File: src/rtl/serial_msg_tx_pkg.sv
// Shared types, line levels and helpers for the serial message transmitter.
package serial_msg_tx_pkg;

  typedef enum logic [2:0] {
    IDLE   = 3'd0,
    START  = 3'd1,
    DATA   = 3'd2,
    PARITY = 3'd3,
    STOP   = 3'd4
  } state_e;

  localparam logic OUT_IDLE  = 1'b1;
  localparam logic START_LVL = 1'b0;
  localparam logic STOP_LVL  = 1'b1;

  // Index width that never collapses to zero bits.
  function automatic int unsigned clog2_min1(input int unsigned n);
    return (n > 1) ? 32'($clog2(n)) : 32'd1;
  endfunction

endpackage

File: src/rtl/msg_slot_bank.sv
// N_SLOTS x MSG_W message store: async clear, one write port, one combinational read port.
module msg_slot_bank
  import serial_msg_tx_pkg::*;
#(
  parameter int unsigned MSG_W   = 10,
  parameter int unsigned N_SLOTS = 2,
  parameter int unsigned SEL_W   = 1
) (
  input  logic             clk,
  input  logic             rst,
  input  logic             wr_en,
  input  logic [SEL_W-1:0] sel,
  input  logic [MSG_W-1:0] wr_data,
  output logic [MSG_W-1:0] rd_data_c
);

  logic [MSG_W-1:0] slot_q [N_SLOTS];
  logic [MSG_W-1:0] slot_d [N_SLOTS];

  // Next slot contents: only the addressed slot takes the write data.
  always_comb begin
    for (int i = 0; i < N_SLOTS; i++) begin
      slot_d[i] = slot_q[i];
      if (wr_en && (sel == SEL_W'(i))) begin
        slot_d[i] = wr_data;
      end
    end
  end

  // Read mux; an out-of-range select reads zero.
  always_comb begin
    rd_data_c = '0;
    for (int i = 0; i < N_SLOTS; i++) begin
      if (sel == SEL_W'(i)) begin
        rd_data_c = slot_q[i];
      end
    end
  end

  // Slot registers with asynchronous clear.
  always_ff @(posedge clk or negedge rst) begin
    if (!rst) begin
      for (int i = 0; i < N_SLOTS; i++) begin
        slot_q[i] <= '0;
      end
    end else begin
      for (int i = 0; i < N_SLOTS; i++) begin
        slot_q[i] <= slot_d[i];
      end
    end
  end

endmodule

File: src/rtl/serial_msg_tx.sv
// Serial message transmitter: frames a stored slot word as start/data/stop and
// shifts it out at BIT_CYC clocks per bit. Define PARITY_EN to insert an
// even-parity bit between the last data bit and the stop bit.
module serial_msg_tx
  import serial_msg_tx_pkg::*;
#(
  parameter int unsigned MSG_W   = 10,
  parameter int unsigned N_SLOTS = 2,
  parameter int unsigned BIT_CYC = 4
) (
  input  logic                             clk,
  input  logic                             rst,
  input  logic                             init,
  input  logic [clog2_min1(N_SLOTS)-1:0]   sel,
  input  logic [MSG_W-1:0]                 SW,
  input  logic                             mode,
  input  logic                             start,
  output logic                             out,
  output logic                             busy,
  output logic                             done
);

  localparam int unsigned SEL_W = clog2_min1(N_SLOTS);
  localparam int unsigned BC_W  = clog2_min1(BIT_CYC);
  localparam int unsigned DC_W  = clog2_min1(MSG_W);
  localparam logic [BC_W-1:0] BIT_LAST  = BC_W'(BIT_CYC - 1);
  localparam logic [DC_W-1:0] DATA_LAST = DC_W'(MSG_W - 1);

  state_e           state_q, state_d;
  logic [BC_W-1:0]  bit_cnt_q, bit_cnt_d;
  logic [DC_W-1:0]  data_cnt_q, data_cnt_d;
  logic [MSG_W-1:0] shreg_q, shreg_d;
  logic             lsb_q, lsb_d;
  logic             out_q, out_d;
  logic             busy_q, busy_d;
  logic             done_q, done_d;
`ifdef PARITY_EN
  logic             parity_q, parity_d;
`endif

  logic             sel_ok_c;
  logic             bit_last_c;
  logic             slot_wr_c;
  logic [MSG_W-1:0] slot_rd_c;
  logic [MSG_W-1:0] shift_c;

  // Bit currently at the head of the shift register for the latched order.
  function automatic logic head_bit(input logic [MSG_W-1:0] w, input logic lsb);
    return lsb ? w[0] : w[MSG_W-1];
  endfunction

  assign sel_ok_c   = 32'(sel) < N_SLOTS;
  assign bit_last_c = (bit_cnt_q == BIT_LAST);
  assign slot_wr_c  = init && (state_q == IDLE) && sel_ok_c;
  assign shift_c    = lsb_q ? {1'b0, shreg_q[MSG_W-1:1]} : {shreg_q[MSG_W-2:0], 1'b0};

  msg_slot_bank #(
    .MSG_W  (MSG_W),
    .N_SLOTS(N_SLOTS),
    .SEL_W  (SEL_W)
  ) u_slots (
    .clk      (clk),
    .rst      (rst),
    .wr_en    (slot_wr_c),
    .sel      (sel),
    .wr_data  (SW),
    .rd_data_c(slot_rd_c)
  );

  // Next-state, counter and output computation; out_d is the level for the next cycle.
  always_comb begin
    state_d    = state_q;
    bit_cnt_d  = bit_cnt_q;
    data_cnt_d = data_cnt_q;
    shreg_d    = shreg_q;
    lsb_d      = lsb_q;
    out_d      = out_q;
    busy_d     = busy_q;
    done_d     = 1'b0;
`ifdef PARITY_EN
    parity_d   = parity_q;
`endif

    if (state_q != IDLE) begin
      bit_cnt_d = bit_last_c ? '0 : bit_cnt_q + BC_W'(1);
    end

    case (state_q)
      IDLE: begin
        if (start && sel_ok_c) begin
          state_d    = START;
          shreg_d    = slot_rd_c;
          lsb_d      = mode;
          busy_d     = 1'b1;
          out_d      = START_LVL;
          bit_cnt_d  = '0;
          data_cnt_d = '0;
`ifdef PARITY_EN
          parity_d   = ^slot_rd_c;
`endif
        end
      end
      START: begin
        if (bit_last_c) begin
          state_d = DATA;
          out_d   = head_bit(shreg_q, lsb_q);
        end
      end
      DATA: begin
        if (bit_last_c) begin
          shreg_d = shift_c;
          if (data_cnt_q == DATA_LAST) begin
            data_cnt_d = '0;
`ifdef PARITY_EN
            state_d    = PARITY;
            out_d      = parity_q;
`else
            state_d    = STOP;
            out_d      = STOP_LVL;
`endif
          end else begin
            data_cnt_d = data_cnt_q + DC_W'(1);
            out_d      = head_bit(shift_c, lsb_q);
          end
        end
      end
      PARITY: begin
        if (bit_last_c) begin
          state_d = STOP;
          out_d   = STOP_LVL;
        end
      end
      STOP: begin
        if (bit_last_c) begin
          state_d = IDLE;
          done_d  = 1'b1;
          busy_d  = 1'b0;
          out_d   = OUT_IDLE;
        end
      end
      default: begin
        state_d = IDLE;
        busy_d  = 1'b0;
        out_d   = OUT_IDLE;
      end
    endcase
  end

  // State, counters, shift register and registered outputs.
  always_ff @(posedge clk or negedge rst) begin
    if (!rst) begin
      state_q    <= IDLE;
      bit_cnt_q  <= '0;
      data_cnt_q <= '0;
      shreg_q    <= '0;
      lsb_q      <= 1'b0;
      out_q      <= OUT_IDLE;
      busy_q     <= 1'b0;
      done_q     <= 1'b0;
`ifdef PARITY_EN
      parity_q   <= 1'b0;
`endif
    end else begin
      state_q    <= state_d;
      bit_cnt_q  <= bit_cnt_d;
      data_cnt_q <= data_cnt_d;
      shreg_q    <= shreg_d;
      lsb_q      <= lsb_d;
      out_q      <= out_d;
      busy_q     <= busy_d;
      done_q     <= done_d;
`ifdef PARITY_EN
      parity_q   <= parity_d;
`endif
    end
  end

  assign out  = out_q;
  assign busy = busy_q;
  assign done = done_q;

endmodule

File: config.mk
export PLATFORM = sky130hd
export DESIGN_NAME = serial_msg_tx
export DESIGN_NICKNAME = d
export VERILOG_FILES = /design/src/rtl/serial_msg_tx_pkg.sv /design/src/rtl/msg_slot_bank.sv /design/src/rtl/serial_msg_tx.sv
export SDC_FILE = /design/constraint.sdc
export NUM_CORES = 1
export LEC_CHECK = 0
export BUFFER_PORTS_ARGS = -buffer_cell sky130_fd_sc_hd__buf_2
export CAP_MARGIN = 40
export CORE_MARGIN = 1
export CORE_UTILIZATION = 55
export CTS_BUF_LIST = sky130_fd_sc_hd__clkbuf_16
export CTS_CLUSTER_SIZE = 30
export DETAILED_ROUTE_END_ITERATION = 10
export PLACE_DENSITY = 0.75
export SETUP_SLACK_MARGIN = 0.05
export SLEW_MARGIN = 20
export SYNTH_ARGS = -nofsm -noshare
export SYNTH_HDL_FRONTEND = slang
export SYNTH_HIERARCHICAL = 1
export SYNTH_SLANG_ARGS = --single-unit
File: constraint.sdc
create_clock -name clk -period 1.85 [get_ports clk]
set_input_delay 0.0925 -clock clk [delete_from_list [all_inputs] [get_ports clk]]
set_output_delay 0.0925 -clock clk [all_outputs]
set_load 0.1 [all_outputs]
# Word level (Yosys, flattened, before mapping)
# Index checks and enable logic that the tools add are counted.
dict set report word_totals {
  regBits 43
  inputBits 16
  output_inout_bits 3
  word_cells 73
}
dict set report op_classes {
  add_sub_neg 2
  eq_ne 13
  n_mux 33
  bitwise_logic 2
  n_reduce_logical 13
}
# cell count
set op_table {}
lappend op_table {{10-bit 2-to-1 mux} 4}
lappend op_table {{10-bit one-hot mux with 2 select lines} 1}
lappend op_table {{3-bit 2-to-1 mux} 6}
lappend op_table {{3-bit one-hot mux with 5 select lines} 1}
lappend op_table {{4-bit 2-to-1 mux} 3}
lappend op_table {{2-bit != test (second input constant)} 6}
lappend op_table {{1-bit 2-to-1 mux} 11}
lappend op_table {{2-bit 2-to-1 mux} 4}
lappend op_table {{4-bit one-hot mux with 2 select lines} 1}
lappend op_table {{3-bit by 2-bit equality test with 1-bit output (second input constant)} 2}
lappend op_table {{3-bit AND reduction} 2}
lappend op_table {{6-bit AND reduction} 1}
lappend op_table {{4-bit by 1-bit adder with 4-bit output (second input constant)} 1}
lappend op_table {{4-bit equality test (second input constant)} 1}
lappend op_table {{1-bit one-hot mux with 4 select lines} 1}
lappend op_table {{4-bit AND reduction} 1}
lappend op_table {{3-bit by 1-bit equality test with 1-bit output (second input constant)} 1}
lappend op_table {{3-bit equality test (second input constant)} 1}
lappend op_table {{1-bit logical AND} 3}
lappend op_table {{3-bit logical NOT} 1}
lappend op_table {{1-bit one-hot mux with 3 select lines} 1}
lappend op_table {{3-bit nonzero test} 1}
lappend op_table {{3-bit OR reduction} 1}
lappend op_table {{2-bit by 1-bit adder with 2-bit output (second input constant)} 1}
lappend op_table {{6 further kinds} 7}

# Logic depth before layout (Yosys ltp)
# Gate-level depths: netlist of the first run.
dict set report depth {
  ltp_word 5
  mapped_depth 6
  depth_no_buf 5
}

# Modules after synthesis
# The synthesis of the first run kept the hierarchy.
# module instances cells_each area_each_um2 seq_area_each_um2
set modules_own_cells {}
lappend modules_own_cells {serial_msg_tx 1 120 1463.9 576.8}
lappend modules_own_cells {msg_slot_bank 1 54 909.6 500.5}

# Worst setup path after synthesis of the first run
# Ideal clock, no wire load.
dict set report synth_timing {
  path_kind {reg2reg}
  startpoint {register state_q[2]}
  endpoint {register u_slots/slot_q[10] in the netlist's numbering}
  setup_time_ns 0.125
  arrival_ns 1.568
  required_ns 1.725
  path_slack_ns 0.156
  stages_incl_launch_ff 7
  n_path_buf 2
  period_less_slack_ns 1.694
  path_cell_list {dfrtp_1 -> buf_4 -> nor3_2 -> and2_1 -> nor2b_2 -> buf_6 -> mux2_4}
}
dict set report synth_between {
  elab_chain_cells 3
}
# item line
set synth_rtl {}
lappend synth_rtl {{start: declaration} serial_msg_tx.sv:29} ;# state_e state_q, state_d;
lappend synth_rtl {{start signal: assignment} serial_msg_tx.sv:164} ;# state_q <= state_d;
lappend synth_rtl {{3-bit logical NOT} serial_msg_tx.sv:54} ;# assign slot_wr_c = init && (state_q == IDLE) && sel_ok_c;
lappend synth_rtl {{1-bit logical AND} serial_msg_tx.sv:54}
lappend synth_rtl {{net slot_wr_c} serial_msg_tx.sv:43} ;# logic slot_wr_c;
lappend synth_rtl {{1-bit logical AND} msg_slot_bank.sv:24} ;# if (wr_en && (sel == SEL_W'(i))) begin
lappend synth_rtl {{end signal: indexed assignment} msg_slot_bank.sv:48} ;# slot_q[i] <= slot_d[i];
lappend synth_rtl {{end: declaration} msg_slot_bank.sv:17} ;# logic [MSG_W-1:0] slot_q [N_SLOTS];
# The timed path passes the listed nets, and every way through them passes these cells.
# A chain may end at the register's enable or synchronous reset.

# Worst setup path in the final report of the first run
dict set report layout_timing {
  startpoint {register state_q[1]}
  endpoint {register shreg_q[1]}
}
dict set report layout_between {
  elab_chain_cells 3
  word_cells_on_any_way 7
  classes_between {eq/ne: 3; mux: 1; reduce/logical: 3}
}
# item line
set layout_rtl {}
lappend layout_rtl {{3-bit by 2-bit equality test with 1-bit output or 3-bit logical NOT (tied branches)} serial_msg_tx.sv:88} ;# case (state_q)
lappend layout_rtl {{2-bit != test (no line) or 2-bit nonzero test (tied branches)} --}
lappend layout_rtl {{3-bit AND reduction (no line)} --}
lappend layout_rtl {{end signal: assignment} serial_msg_tx.sv:167} ;# shreg_q <= shreg_d;
lappend layout_rtl {{end: declaration} serial_msg_tx.sv:32} ;# logic [MSG_W-1:0] shreg_q, shreg_d;
# Several ways; a longest one is shown, not always the timed one.

==> metrics.txt, run 1 <==
H-tree levels=2; final worst clock skew=0.00842 ns; Critical Path Sink Type=flip-flop; Synth async-reset ratio=100%; Highest Clock Rate=580 MHz; Max-Slew Margin vs Limit=67.8%; instance count of the mapped netlist=174; count of flip-flops with a built-in enable after synthesis=0; count of buffering cells on the critical path with inverters included=1; netlist area before placement=0.00237 mm^2; share of cells above drive strength 1=50.8%; initial standard-cell utilization of the core=58.5%; boundary pin count=19; number of setup violations in the final report=0; die boundary width=67.7 um; post-CTS setup buffer count=0; Final TNS setup=0 ns; initial antenna violation count=0; count of final max-slew check failures=0; Chip Height=67.7 um; area of placed instances=0.00253 mm^2; number of synthesized register bits=43; wire length per cell=18.0 um; sequential cell area fraction in the yosys report=45.4%; Peak VDD IR=0.000860 V; clock tree buffer depth=2; hold violation count in the final report=0; area share of the largest cell type after synthesis=44.3%; via count of the first global-routing pass=1502; number of DRC markers in iteration 0=112; number of search-and-repair iterations in the first detailed-routing pass=4; average cell area after synthesis=13.6 um^2; count of input and output buffers=18; growth of design area from synthesis to finish=14.2%; post-layout minimum cycle time=1.73 ns; critical path required time=2.02 ns; leakage power figure=1.23 nW; total overflow reported by the global router=0; highest cell delay on the worst timing path=0.49 ns; post-detailed-route count of antenna-violating nets=0; antenna cell count=0; category of cells accounting for the largest share of critical-path delay=multiplexers; cell type of the slowest stage on the worst timing path=dfrtp_1; net count after synthesis=193; number of distinct library cells after synthesis=43; utilization after layout=66.8%; number of sinks handled by clock tree synthesis=43; Via density=5.89; clock tree root buffer cell=clkbuf_16; power per unit of standard cell area=1870 mW/mm^2; classification of the worst setup path=reg2reg; routed vias=1467; worst path arrival time=1.89 ns; Hold/Removal Path Class=in2reg; top post-synthesis cells by area=dfrtp_1 (44%), mux2_4 (17%), mux2_2 (13%); largest net degree at the start of global routing=44; cell-by-cell trace of the critical path=nor3b_4 -> buf_12 -> mux2_2 -> mux2_1; Post-Route WL=4490 um; max capacitance violation total=0; clock buffer count from CTS=5; RD Place Congestion=0.863; area inside the core boundary=0.00406 mm^2; Clock Pin Slew Worst Setup and Hold Paths=0.06 ns; prevailing post-synth register cell=dfrtp_1; final critical-path share of the clock period=93.3%; total routing usage reported by global routing=22.9%; cell taking the most area after synthesis=dfrtp_1; Worst Max-Slew Pin Slew=0.487 ns; setup repair after global routing missed its margin=no; die area=0.00458 mm^2; clock tree from TritonCTS=yes; floorplan row count=23; area of all placed cells without fillers=0.00271 mm^2; half-perimeter wire length after detailed placement=3080 um; # nets final=217; worst-skew pair later-pin latency=0.29 ns; crit path max fanout=11; total number of yosys warnings=6; DRC viols=0; startpoint class of the critical path=flip-flop; outcome=finished clean; global-route wire length before repair=7350 um
==> cell usage after synthesis (2+ instances only) <==
cell and number:
dfrtp_1 42, mux2_2 28, mux2_4 27, inv_1 8, buf_6 5, mux2_1 4, nand2_1 4, o22ai_1 4
ha_1 3, mux2i_1 3, nand3b_1 3, nor2_1 3, a22o_1 2, a311oi_1 2, a31oi_1 2, and3_1 2
buf_4 2, clkbuf_1 2, o21ai_0 2, o21ai_1 2, o31ai_1 2
==> final cells by class <==
class | count | area (um^2)
Clock buffer | 5 | 125
Clock inverter | 3 | 43.8
Fill cell | 291 | 1350
Inverter | 9 | 33.8
Multi-Input combinational cell | 112 | 1180
Sequential cell | 43 | 1080
Tap cell | 50 | 62.6
Timing Repair Buffer | 27 | 185
==> layout by cell type (no fill, tap or decap), types with 2 or more instances in the layout <==
| master | synthesis | final |
|---|---|---|
| nand2_1 | 4 | 4 |
| nor2_1 | 3 | 3 |
| mux2_4 | 27 | 27 |
| mux2i_1 | 3 | 3 |
| buf_2 | 1 | 18 |
| nand3b_1 | 3 | 3 |
| o31ai_1 | 2 | 2 |
| dfrtp_1 | 42 | 39 |
| o21ai_1 | 2 | 2 |
| a31oi_1 | 2 | 2 |
| and3_1 | 2 | 2 |
| dfrtp_2 | 0 | 3 |
| buf_4 | 2 | 6 |
| inv_1 | 8 | 8 |
| o22ai_1 | 4 | 4 |
| clkbuf_16 | 0 | 5 |
| a311oi_1 | 2 | 2 |
| o21ai_0 | 2 | 2 |
| mux2_1 | 4 | 4 |
| a22o_1 | 2 | 2 |
| ha_1 | 3 | 3 |
| buf_12 | 0 | 2 |
| mux2_2 | 28 | 28 |
==> sequential cells by signal, summed over array words and instances (netlist names) <==
signal          cells
shreg_q            10
state_q             3
lsb_q               1
busy                1
out                 1
u_slots/slot_q     20
bit_cnt_q           2
data_cnt_q          4
done                1
==> worst paths after layout <==
path                                        start           endpoint  slack, ns  cells past startpoint
worst max register to register         state_q[1]         shreg_q[1]       0.12                      4
max in group asynchronous                     rst                out       1.26                      3
min in group asynchronous                     rst  u_slots/slot_q[5]       0.31                      3
worst min register to register  u_slots/slot_q[1]  u_slots/slot_q[1]       0.50                      1
worst min-delay path                        SW[2]  u_slots/slot_q[2]       0.05                      2
worst max-delay path                   state_q[1]         shreg_q[1]       0.12                      4
==> per-stage QoR <==
stage          power, mW  setup slack, ns  instances  hold WS [ns]
2_1_floorplan       3.61            0.156        174        -0.203
5_1_grt             5.34           0.0765        249        0.0463
6_report            5.06            0.124        249        0.0527
3_3_place_gp        3.89            0.151        240        0.0822
3_5_place_dp        4.04           0.0940        240        0.0845
4_1_cts             5.08           0.0716        249        0.0478
==> layer usage <==
metal | share of wire, % | wire length, um | track usage (%) | vias to the layer above
met5 | 0 | 0 | 0 | -
met4 | 2.6 | 118 | 11.4 | 0
met3 | 4.6 | 206 | 7.09 | 14
met2 | 50 | 2240 | 37.0 | 44
met1 | 43 | 1930 | 27.4 | 728
li1 | - | - | - | 681
==> report_power, final <==
group	total [mW]	leakage, nW	internal (mW)	switching [mW]
Combinational	2.27	0.622	1.34	0.935
Sequential	1.80	0.520	1.39	0.403
Clock	0.991	0.0838	0.636	0.355
==> cell families after synthesis <==
group                    count (synthesis)  synth area share (%)
adder cells (fa/ha/maj)                  3                  1.58
AO/OA/AOI/OAI                           22                  6.75
multiplexers                            63                  34.5
flip-flops                              43                  45.4
buffers and inverters                   19                  4.95
AND/OR/NAND/NOR                         24                  6.85
==> repair_timing <==
item                                    in CTS  in global routing
hold buffers                                 1                  0
resized for setup                            0                  3
hold endpoints to repair                    42                  0
endpoints found under the setup margin       0                  3
Note: power is estimated with default switching activity, not from simulation.
==> inputs of run 2 (changes only) <==
MAX_ROUTING_LAYER = met4   (was default)
==> run 2 against run 1 <==
Net effect:
- worst hold slack barely moved
- via count about the same
- global-route usage grew 0.79 points
- combinational power about the same
- power about the same
- first-iteration DRC count rose by 0.89%
- non-clock buffer count did not move
- count of clock-buffer cells in the layout is the same
- flip-flop and latch count unchanged
- critical path type unchanged
- largest cell class unchanged
- highest routed layer unchanged
==> metrics.txt, run 2 (same netlist as run 1, synthesis figures left out) <==
number of sinks handled by clock tree synthesis=43; startpoint class of the critical path=flip-flop; RD Place Congestion=0.877; most frequent cells in the layout=dfrtp_1 (39), mux2_2 (28), mux2_4 (27); Max-Slew Margin vs Limit=67.8%; post-layout power=5.06 mW; Critical Path Sink Type=flip-flop; floorplan row count=23; hold_ws=0.0530 ns; max capacitance violation total=0; growth of design area from synthesis to finish=14.2%; Clock Pin Slew Worst Setup and Hold Paths=0.06 ns; H-tree levels=2; Layout Cells excl Fill=249; registers with the most flip-flops=u_slots/slot_q x20, shreg_q x10, data_cnt_q x4; post-detailed-route count of antenna-violating nets=0; Chip Height=67.7 um; hold violation count in the final report=0; count of final max-slew check failures=0; clock tree buffer depth=2; power per unit of standard cell area=1870 mW/mm^2; final worst clock skew=0.00808 ns; leakage power figure=1.23 nW; via count of the first global-routing pass=1499; DRC viols=0; initial antenna violation count=0; # nets final=217; number of DRC markers in iteration 0=113; number of placed instances, taps included=240; highest cell delay on the worst timing path=0.49 ns; Top reg by flops=u_slots/slot_q; utilization after layout=66.8%; outcome=finished clean; Hold/Removal Path Class=in2reg; wire length per cell=18.0 um; initial standard-cell utilization of the core=58.5%; cell-by-cell trace of the critical path=nor3b_4 -> buf_12 -> mux2_2 -> mux2_1; routed vias=1466; count of input and output buffers=18; crit path max fanout=11; half-perimeter wire length after detailed placement=3080 um; clock buffer count from CTS=5; clock tree from TritonCTS=yes; total routing usage reported by global routing=23.7%; classification of the worst setup path=reg2reg; worst path arrival time=1.89 ns; largest net degree at the start of global routing=44; boundary pin count=19; share of cells above drive strength 1=50.8%; post-layout minimum cycle time=1.73 ns; post-CTS setup buffer count=0; number of setup violations in the final report=0; critical path required time=2.02 ns; setup repair after global routing missed its margin=no; area inside the core boundary=0.00406 mm^2; Via density=5.89; final critical-path share of the clock period=93.3%; Highest Clock Rate=579 MHz; clock tree root buffer cell=clkbuf_16; most common cell after layout, fill and taps aside=dfrtp_1; cell type of the slowest stage on the worst timing path=dfrtp_1; Final TNS setup=0 ns; Post-Route WL=4490 um; die area=0.00458 mm^2; number of flip-flops under the largest register name=20; die boundary width=67.7 um; worst-skew pair later-pin latency=0.29 ns; Peak VDD IR=0.000860 V; antenna cell count=0; number of search-and-repair iterations in the first detailed-routing pass=4; Worst Max-Slew Pin Slew=0.487 ns; total overflow reported by the global router=0; global-route wire length before repair=7350 um
-- run 2: final cells by class --
class	count	area, um^2
Multi-Input combinational cell	112	1180
Clock inverter	3	43.8
Inverter	9	33.8
Tap cell	50	62.6
Clock buffer	5	125
Timing Repair Buffer	27	185
Fill cell	291	1350
Sequential cell	43	1080
-- run 2: where the power goes --
group          switching, mW  internal [mW]  total (mW)  leakage, nW
clock                  0.354          0.636       0.990       0.0838
combinational          0.936           1.34        2.28        0.622
sequential             0.404           1.39        1.80        0.520
-- run 2: stage by stage --
stage / instance area, um^2 / worst slack [ns]
after floorplan: 2370 / 0.156
after global placement: 2530 / 0.151
after detailed placement: 2530 / 0.0940
after CTS: 2710 / 0.0716
after global routing: 2710 / 0.0765
final: 2710 / 0.124
-- run 2: what timing repair did --
| item | 4_1_cts | 5_1_grt |
|---|---|---|
| setup endpoints to repair | 0 | 3 |
| hold endpoints to repair | 42 | 0 |
| hold buffers | 1 | 0 |
| resized for setup | 0 | 3 |
-- run 2: path summary, 6_finish.rpt --
kind                                   start           endpoint  slack [ns]  cells past startpoint
max                               state_q[1]         shreg_q[1]        0.12                      4
min                                    SW[2]  u_slots/slot_q[2]        0.05                      2
max reg2reg                       state_q[1]         shreg_q[1]        0.12                      4
min reg2reg                u_slots/slot_q[1]  u_slots/slot_q[1]        0.50                      1
max in group asynchronous                rst                out        1.27                      3
min in group asynchronous                rst  u_slots/slot_q[5]        0.32                      3
-- run 2: routing by layer --
layer  vias up  track usage [%]  wire [um]
li1        682                -          -
met1       730             27.4       1920
met2        42             37.0       2250
met3        12             7.60        209
met4         0             11.4        116
met5         -                -          0
-- run 2: critical path: cells and delay by family (launching register included) --
family                 cells  cell delay [ns]
DFF                        1             0.49
buffers and inverters      1             0.18
and+or+nand+nor            1             0.30
muxes                      2             0.63
